**src/rtl/radix2_divider_pkg.sv**
```systemverilog
// Shared types for the radix-2 divider: RISC-V M-extension divide funct3 codes and FSM states.
// Pure declarations, no timing or handshake behaviour.
package radix2_divider_pkg;

  typedef enum logic [2:0] {
    OP_DIV  = 3'b100,
    OP_DIVU = 3'b101,
    OP_REM  = 3'b110,
    OP_REMU = 3'b111
  } div_funct3_t;

  typedef enum logic [2:0] {
    IDLE = 3'd0,
    PREP = 3'd1,
    ITER = 3'd2,
    FIX  = 3'd3,
    DONE = 3'd4
  } div_state_t;

  // funct3[0]=0 selects the signed flavour, funct3[1]=0 selects quotient over remainder.
  function automatic logic is_signed_op(input div_funct3_t op);
    return ~op[0];
  endfunction

  function automatic logic is_div_op(input div_funct3_t op);
    return ~op[1];
  endfunction

endpackage

```
**src/rtl/radix2_divider_step.sv**
```systemverilog
// One combinational restoring-division step: shift in the next dividend bit, trial subtract, select.
// Zero latency; no handshake, the owning FSM decides when the step result is registered.
module radix2_divider_step #(
  parameter int WIDTH = 32
) (
  input  logic [WIDTH-1:0] rem_in,
  input  logic [WIDTH-1:0] q_in,
  input  logic [WIDTH-1:0] divisor,
  output logic [WIDTH-1:0] rem_out,
  output logic [WIDTH-1:0] q_out
);

  logic [WIDTH:0]   shifted;
  logic [WIDTH+1:0] trial;
  logic             trial_unused;

  // The shifted partial remainder keeps its top bit so unsigned divisors above 2^(WIDTH-1) still work.
  assign shifted      = {rem_in, q_in[WIDTH-1]};
  assign trial        = {1'b0, shifted} - {2'b00, divisor};
  assign trial_unused = trial[WIDTH];

  assign rem_out = trial[WIDTH+1] ? shifted[WIDTH-1:0] : trial[WIDTH-1:0];
  assign q_out   = {q_in[WIDTH-2:0], ~trial[WIDTH+1]};

endmodule

```
**src/rtl/radix2_divider.sv**
```systemverilog
// Iterative restoring divider for div/divu/rem/remu; WIDTH+3 cycles from start to o_valid, 2 for div-by-zero/overflow.
// Result is held in DONE until o_valid & o_ready; start is only taken in IDLE and flush aborts from any state.
module radix2_divider
  import radix2_divider_pkg::*;
#(
  parameter int WIDTH = 32
) (
  input  logic             clk,
  input  logic             rst,
  input  div_funct3_t      div_op,
  input  logic             start,
  output logic             i_ready,
  input  logic [WIDTH-1:0] dividend,
  input  logic [WIDTH-1:0] divisor,
  input  logic             flush,
  output logic             busy,
  output logic             o_valid,
  input  logic             o_ready,
  output logic [WIDTH-1:0] result
);

  localparam int CNT_W = $clog2(WIDTH) + 1;

  div_state_t       state;
  div_funct3_t      op_r;
  logic [WIDTH-1:0] dvd_r;
  logic [WIDTH-1:0] dvs_r;
  logic [WIDTH-1:0] abs_dvs;
  logic [WIDTH-1:0] rem_acc;
  logic [WIDTH-1:0] q_acc;
  logic             neg_q;
  logic             neg_r;
  logic [CNT_W-1:0] cnt;

  logic             op_signed;
  logic             op_div;
  logic             dvd_neg;
  logic             dvs_neg;
  logic [WIDTH-1:0] abs_dvd;
  logic             div_zero;
  logic             sgn_ovf;
  logic [WIDTH-1:0] step_rem;
  logic [WIDTH-1:0] step_q;

  assign op_signed = is_signed_op(op_r);
  assign op_div    = is_div_op(op_r);
  assign dvd_neg   = op_signed & dvd_r[WIDTH-1];
  assign dvs_neg   = op_signed & dvs_r[WIDTH-1];
  assign abs_dvd   = dvd_neg ? -dvd_r : dvd_r;
  assign div_zero  = (dvs_r == '0);
  assign sgn_ovf   = op_signed && (dvd_r == {1'b1, {(WIDTH-1){1'b0}}}) && (dvs_r == '1);

  radix2_divider_step #(.WIDTH(WIDTH)) u_step (
    .rem_in  (rem_acc),
    .q_in    (q_acc),
    .divisor (abs_dvs),
    .rem_out (step_rem),
    .q_out   (step_q)
  );

  always_ff @(posedge clk) begin
    if (rst) begin
      state   <= IDLE;
      op_r    <= div_funct3_t'(3'b000);
      dvd_r   <= '0;
      dvs_r   <= '0;
      abs_dvs <= '0;
      rem_acc <= '0;
      q_acc   <= '0;
      neg_q   <= 1'b0;
      neg_r   <= 1'b0;
      cnt     <= '0;
      result  <= '0;
    end else if (flush) begin
      state <= IDLE;
    end else begin
      case (state)
        IDLE: begin
          if (start) begin
            op_r  <= div_op;
            dvd_r <= dividend;
            dvs_r <= divisor;
            state <= PREP;
          end
        end
        PREP: begin
          neg_q   <= dvd_neg ^ dvs_neg;
          neg_r   <= dvd_neg;
          abs_dvs <= dvs_neg ? -dvs_r : dvs_r;
          q_acc   <= abs_dvd;
          rem_acc <= '0;
          cnt     <= '0;
          if (div_zero) begin
            result <= op_div ? '1 : dvd_r;
            state  <= DONE;
          end else if (sgn_ovf) begin
            result <= op_div ? dvd_r : '0;
            state  <= DONE;
          end else begin
            state <= ITER;
          end
        end
        ITER: begin
          rem_acc <= step_rem;
          q_acc   <= step_q;
          cnt     <= cnt + CNT_W'(1);
          if (cnt == CNT_W'(WIDTH - 1)) state <= FIX;
        end
        FIX: begin
          if (op_div) result <= neg_q ? -q_acc : q_acc;
          else        result <= neg_r ? -rem_acc : rem_acc;
          state <= DONE;
        end
        DONE: begin
          if (o_ready) state <= IDLE;
        end
        default: state <= IDLE;
      endcase
    end
  end

  assign i_ready = (state == IDLE);
  assign busy    = (state == PREP) || (state == ITER) || (state == FIX);
  assign o_valid = (state == DONE);

endmodule

```
**config.mk**
```make
export PLATFORM = sky130hd
export DESIGN_NAME = radix2_divider
export DESIGN_NICKNAME = d
export VERILOG_FILES = /design/src/rtl/radix2_divider_pkg.sv /design/src/rtl/radix2_divider_step.sv /design/src/rtl/radix2_divider.sv
export SDC_FILE = /design/constraint.sdc
export NUM_CORES = 1
export LEC_CHECK = 0
export CAP_MARGIN = 20
export CORE_MARGIN = 2
export CORE_UTILIZATION = 35
export CTS_CLUSTER_SIZE = 40
export DETAILED_ROUTE_END_ITERATION = 10
export DONT_BUFFER_PORTS = 1
export PLACE_DENSITY = 0.6
export SLEW_MARGIN = 20
export SYNTH_ARGS = -nofsm -noshare
export SYNTH_HDL_FRONTEND = slang
export SYNTH_SLANG_ARGS = --single-unit
```
**constraint.sdc**
```tcl
create_clock -name clk -period 3.07 [get_ports clk]
set_input_delay 0.7675 -clock clk [delete_from_list [all_inputs] [get_ports clk]]
set_output_delay 0.7675 -clock clk [all_outputs]
set_load 0.02 [all_outputs]
```
Yosys cells after proc, flatten, opt, wreduce, memory -nomap -nowiden. Cells that the tools add are included. Widths: inputs -> output; s select.

Flip-flop bits (word level): 205. Output and inout port bits: 35. Logic and storage cells: 68.

$add $sub $neg: 6. Eq/ne operators: 11. Muxes and demuxes: 20. Bitwise operators: 6. Reductions and logical operators: 14.

Operator list (number): $mux 32 (10); $pmux 32 s2 (3); $neg 32->32 (4); $eq 32x32->1 const B (2); $sub 33x32->34 (1); $logic_not 32->1 (1); $mux 3 (5); $pmux 3 s5 (1); $pmux 6 s2 (1); $reduce_and 3->1 (3); $add 6x1->6 const B (1); $eq 3x2->1 const B (2); $eq 6x5->1 const B (1); $ne 2x2->1 const B (2); $reduce_and 2->1 (2); $reduce_bool 2->1 (2); $eq 3x1->1 const B (1); $eq 3x3->1 const B (1); $logic_not 3->1 (1); $ne 3x3->1 const B (1); $not 1->1 (3); $and 1x1->1 (2); $logic_and 1x1->1 (2); $logic_or 1x1->1 (2); other kinds (3) (3).

Logic depth before layout (Yosys ltp).
Depth after elaboration: 6. Gate-level depth with buffers: 12.

By module. From an unflattened synthesis, not the netlist that was laid out.

Cells, all modules: 1828. Area, all modules: 13785.7 sq um.

By module, submodules not included: radix2_divider (instances 1, cells an instance 1424, area an instance 11124.4 sq um, seq. area each 4103.9 sq um); radix2_divider_step (instances 1, cells an instance 404, area an instance 2661.3 sq um, seq. area each 0.0 sq um).

Worst setup path after synthesis. No wires, ideal clock.

Kind: register -> register. From: register rem_acc[19]. To: register rem_acc[27]. Arrival: 2.663 ns. Required time: 2.953 ns. Slack: 0.289 ns. Cell stages (with the launch flop): 11. Buffers on the path: 1. Clock period less this slack: 2.781 ns. Path through: dfxtp_1 ha_1 a21oi_1 o21ai_0 a311oi_1 o211ai_1 a221oi_2 clkbuf_1 nor3_1 mux2i_1 nand2_1.

Cells in the longest elaborated chain, start to end: 3.

Ends and longest elaborated chain: start, declared (RTL line radix2_divider.sv:29) `logic [WIDTH-1:0] rem_acc;`; start signal, assigned (RTL line radix2_divider.sv:104) `rem_acc <= step_rem;`; $sub 33x32->34 (RTL line radix2_divider_step.sv:19) `assign trial = {1'b0, shifted} - {2'b00, divisor};`; $mux 32 (RTL line radix2_divider_step.sv:22) `assign rem_out = trial[WIDTH+1] ? shifted[WIDTH-1:0] : trial[WIDTH-1:0];`; $pmux 32 s2 (RTL line radix2_divider.sv:77) `case (state)`.

Every way passes these cells. A chain may end at the register's enable or synchronous reset.

Worst setup path after layout.
From: register abs_dvs[20]. To: register rem_acc[9].

Cells in the longest elaborated chain, start to end: 3.

Ends and longest elaborated chain: start, declared (RTL line radix2_divider.sv:28) `logic [WIDTH-1:0] abs_dvs;`; start signal, assigned (RTL line radix2_divider.sv:89) `abs_dvs <= dvs_neg ? -dvs_r : dvs_r;`; $sub 33x32->34 (RTL line radix2_divider_step.sv:19); $mux 32 (RTL line radix2_divider_step.sv:22); $pmux 32 s2 (RTL line radix2_divider.sv:77).

Every way passes these cells.

==> impl_results.md <==
* Slowest cell on crit path: a221oi_4
* Min Tclk post-route at between 2 and 3 ns
* Reg area at 4100 sq um
* Max_slew headroom at 0.416
* Core area at about 37000 sq um
* Worst skew pair latency at 0.54 ns
* Fillers at 3672
* GR Util All Layers at 0.208
* Initial DRC count at between 1000 and 1500
* Max Cap Viol at 0
* Largest net degree at the start of global routing at 176
* I/O Buffers at 0
* Async SR Flop Fraction at 0
* CTS tree: built
* Vias at around 13000
* WL/cell at roughly 19 um
* Power per cell area at 520 nW/um^2
* Crit-path cells: inv_1 > ha_1 > a21oi_1 > o21ai_0 > a311oi_1 > buf_4 > o211ai_1 > a221oi_4 > buf_4 > nand2b_1 > buf_4 > o21ai_0
* Post-Route Skew at between 0.02 and 0.025 ns
* CP Launch Type: flop
* # rows at 70
* Register area share after synthesis at 0.317
* Commonest cells in the netlist: nand2_1 (279), dfxtp_1 (205), nor2_1 (193)
* # IOs at 107
* CP peak stage delay at 0.40 ns
* Lkg Pwr at 5.63 nW
* Fin util at 0.407
* Die height at 196 um
* Least-Margin Pin Slew at 0.874 ns
* Nets at 1851
* Multi-input gate area at 8240 sq um
* CTS buffer count at 25
* N_diodes at 0
* Most used DFF post-synth: dfxtp_1
* Endpoints failing hold at 0
* DIE WIDTH at 196 um
* Slew Limit Fails at 0
* Max rail drop VDD at 0.000510 V
* Top cell type's share of synthesized area at 0.317
* EDFF count, synth at 0
* Synth-to-layout area growth at 14.8%
* CP Data Arrival Time at 3.35 ns
* Layout cell share with drive strength beyond 1 at 0.0968
* Crit path max fanout at 7
* Netlist cell types at 74
* Initial antenna violation count at 0
* Flop2flop setup slack at approximately 0.13 ns
* Detailed placement HPWL at 31100 um
* Yosys reg bits at 205
* Antenna-violating nets left at 0
* Leading cell type by number of instances after synthesis: nand2_1
* First-pass GRT wire length at 64500 um
* Required @ worst endpoint at 3.47 ns
* Vias in the first global route at between 10000 and 15000
* Hold WS at approximately 0.31 ns
* Final setup fails at 0
* Kind of end point of the critical path: flop
* Synthesized instance count at 1735
* Period utilization at 0.959
* Clock Tree Root: clkbuf_16
* Routed WL at 41400 um
* Status: finished, final reports clean
* Vias per std cell at 5.65
* Yosys synthesis warning count at 0
* Placer Congestion at 0.901
* H-tree levels at 1
* Die ar. at 38600 sq um
* Area contributors post-synth: dfxtp_1 (32%), nand2_1 (8.1%), a21oi_1 (6.8%)
* Crit-path most repeated cell: buf_4
* Fmax at 340 MHz
* Clock tree sinks at 205
* Clk slew on worst S/H paths at 0.06 ns
* Mapped Nets at 1846
* Grt total ovfl at 0
* Cell taking the most area after synthesis: dfxtp_1
* Min-delay worst type: input pin to flop
* Dpl ws at 0.142 ns
* Deepest clock path buffer count at 3
* Cell area after synthesis at 13000 sq um
* Effective utilization at floorplan at 0.355
* Drt drc at 0
* Worst setup margin at 0.127 ns
* 1st-pass router iterations at 5
* Critical path type: flop to flop
* Syn_area_per_cell at 7.47 sq um
==> power by group <==
group	leakage, nW	total [mW]	switching (mW)	internal (mW)
Combinational	3.49	1.37	0.816	0.556
Sequential	1.66	2.82	0.0915	2.73
Clock	0.482	3.55	1.21	2.33
==> routing by layer <==
layer  vias to the layer above  track usage  wire [um]
met3                        65       0.0212       2550
met1                      5878        0.319      20800
met2                       410        0.304      16900
li1                       6221            -          -
met4                         0       0.0614       1130
met5                         -            0          0
==> final timing paths <==
check	startpoint	cells past startpoint	endpoint
worst max-delay path	abs_dvs[20]	12	rem_acc[9]
worst min-delay path	flush	1	state[1]
worst max register to register	abs_dvs[20]	12	rem_acc[9]
worst min register to register	abs_dvs[31]	2	abs_dvs[31]
==> state kept, by name, summed over array words and instances (netlist names) <==
name / flops
abs_dvs: 32
cnt: 6
dvd_r: 32
dvs_r: 32
neg_q: 1
neg_r: 1
op_r: 2
q_acc: 32
rem_acc: 32
result: 32
state: 3
==> layout by cell type (no fill, tap or decap), types with 5 or more instances in the layout <==
master | Yosys | routed
bufinv_16 | 0 | 9
o31ai_1 | 29 | 29
and3_1 | 10 | 9
nor2_1 | 193 | 191
o31a_1 | 5 | 5
nand4_1 | 13 | 13
nor3_1 | 44 | 43
nand2b_1 | 8 | 8
a211oi_1 | 56 | 56
nor4_1 | 13 | 11
a21oi_1 | 176 | 176
o41ai_1 | 15 | 14
nand2_1 | 279 | 278
xor2_1 | 80 | 80
a32oi_1 | 14 | 14
o211ai_1 | 24 | 24
or4_1 | 20 | 20
nor3b_1 | 5 | 5
xnor2_1 | 60 | 60
inv_1 | 52 | 52
a311oi_1 | 29 | 29
maj3_1 | 16 | 16
o21ai_0 | 86 | 85
and2_1 | 11 | 10
o21a_1 | 7 | 7
clkbuf_16 | 0 | 26
nor2b_1 | 6 | 6
dfxtp_1 | 205 | 205
or3_1 | 11 | 11
a21o_1 | 13 | 13
a22o_1 | 5 | 5
mux2i_1 | 10 | 10
nand3_1 | 20 | 20
ha_1 | 38 | 37
buf_4 | 5 | 88
==> metrics by stage <==
stage          std cells  power [mW]  TNS [ns]  instance area [sq um]
2_1_floorplan       1735        3.78         0                  13000
3_3_place_gp        2179        4.17         0                  13800
3_5_place_dp        2179        4.18         0                  13800
4_1_cts             2223        7.73         0                  14800
5_1_grt             2225        8.02  -0.00332                  14900
6_report            2225        7.74         0                  14900
==> cell type report <==
class                      instances  share of cell area
multi-input combinational       1362               0.554
clock buffer                      30              0.0460
inverter                          53              0.0134
sequential                       205               0.276
tap                              468              0.0394
timing repair buffer              93              0.0515
clock inverter                    14              0.0203
==> cells by family (layout without fill, tap and decap cells) <==
group | count (synthesis) | after routing | share of synthesized area
AO/OA/AOI/OAI | 502 | 502 | 0.252
XOR/XNOR | 140 | 140 | 0.0946
adder cells (fa/ha/maj) | 55 | 55 | 0.0506
buffers and inverters | 168 | 190 | 0.0516
flip-flops | 205 | 205 | 0.317
multiplexers | 12 | 12 | 0.00946
AND/OR/NAND/NOR | 653 | 653 | 0.226
==> worst max-delay path, delay by kind of cell (launching register included) <==
kind	cells	cell delay (ns)
DFF	1	0.34
buffers and inverters	4	0.61
adders and majority gates	1	0.35
AOI/OAI and AO/OA	6	1.38
and+or+nand+nor	1	0.14
==> repair_timing <==
item                       CTS  global route
hold buffers                 0             0
setup endpoints to repair    0            21
buffers inserted             0             1
gates resized for setup      0             4
No activity file was read; power rests on OpenSTA's default activity.
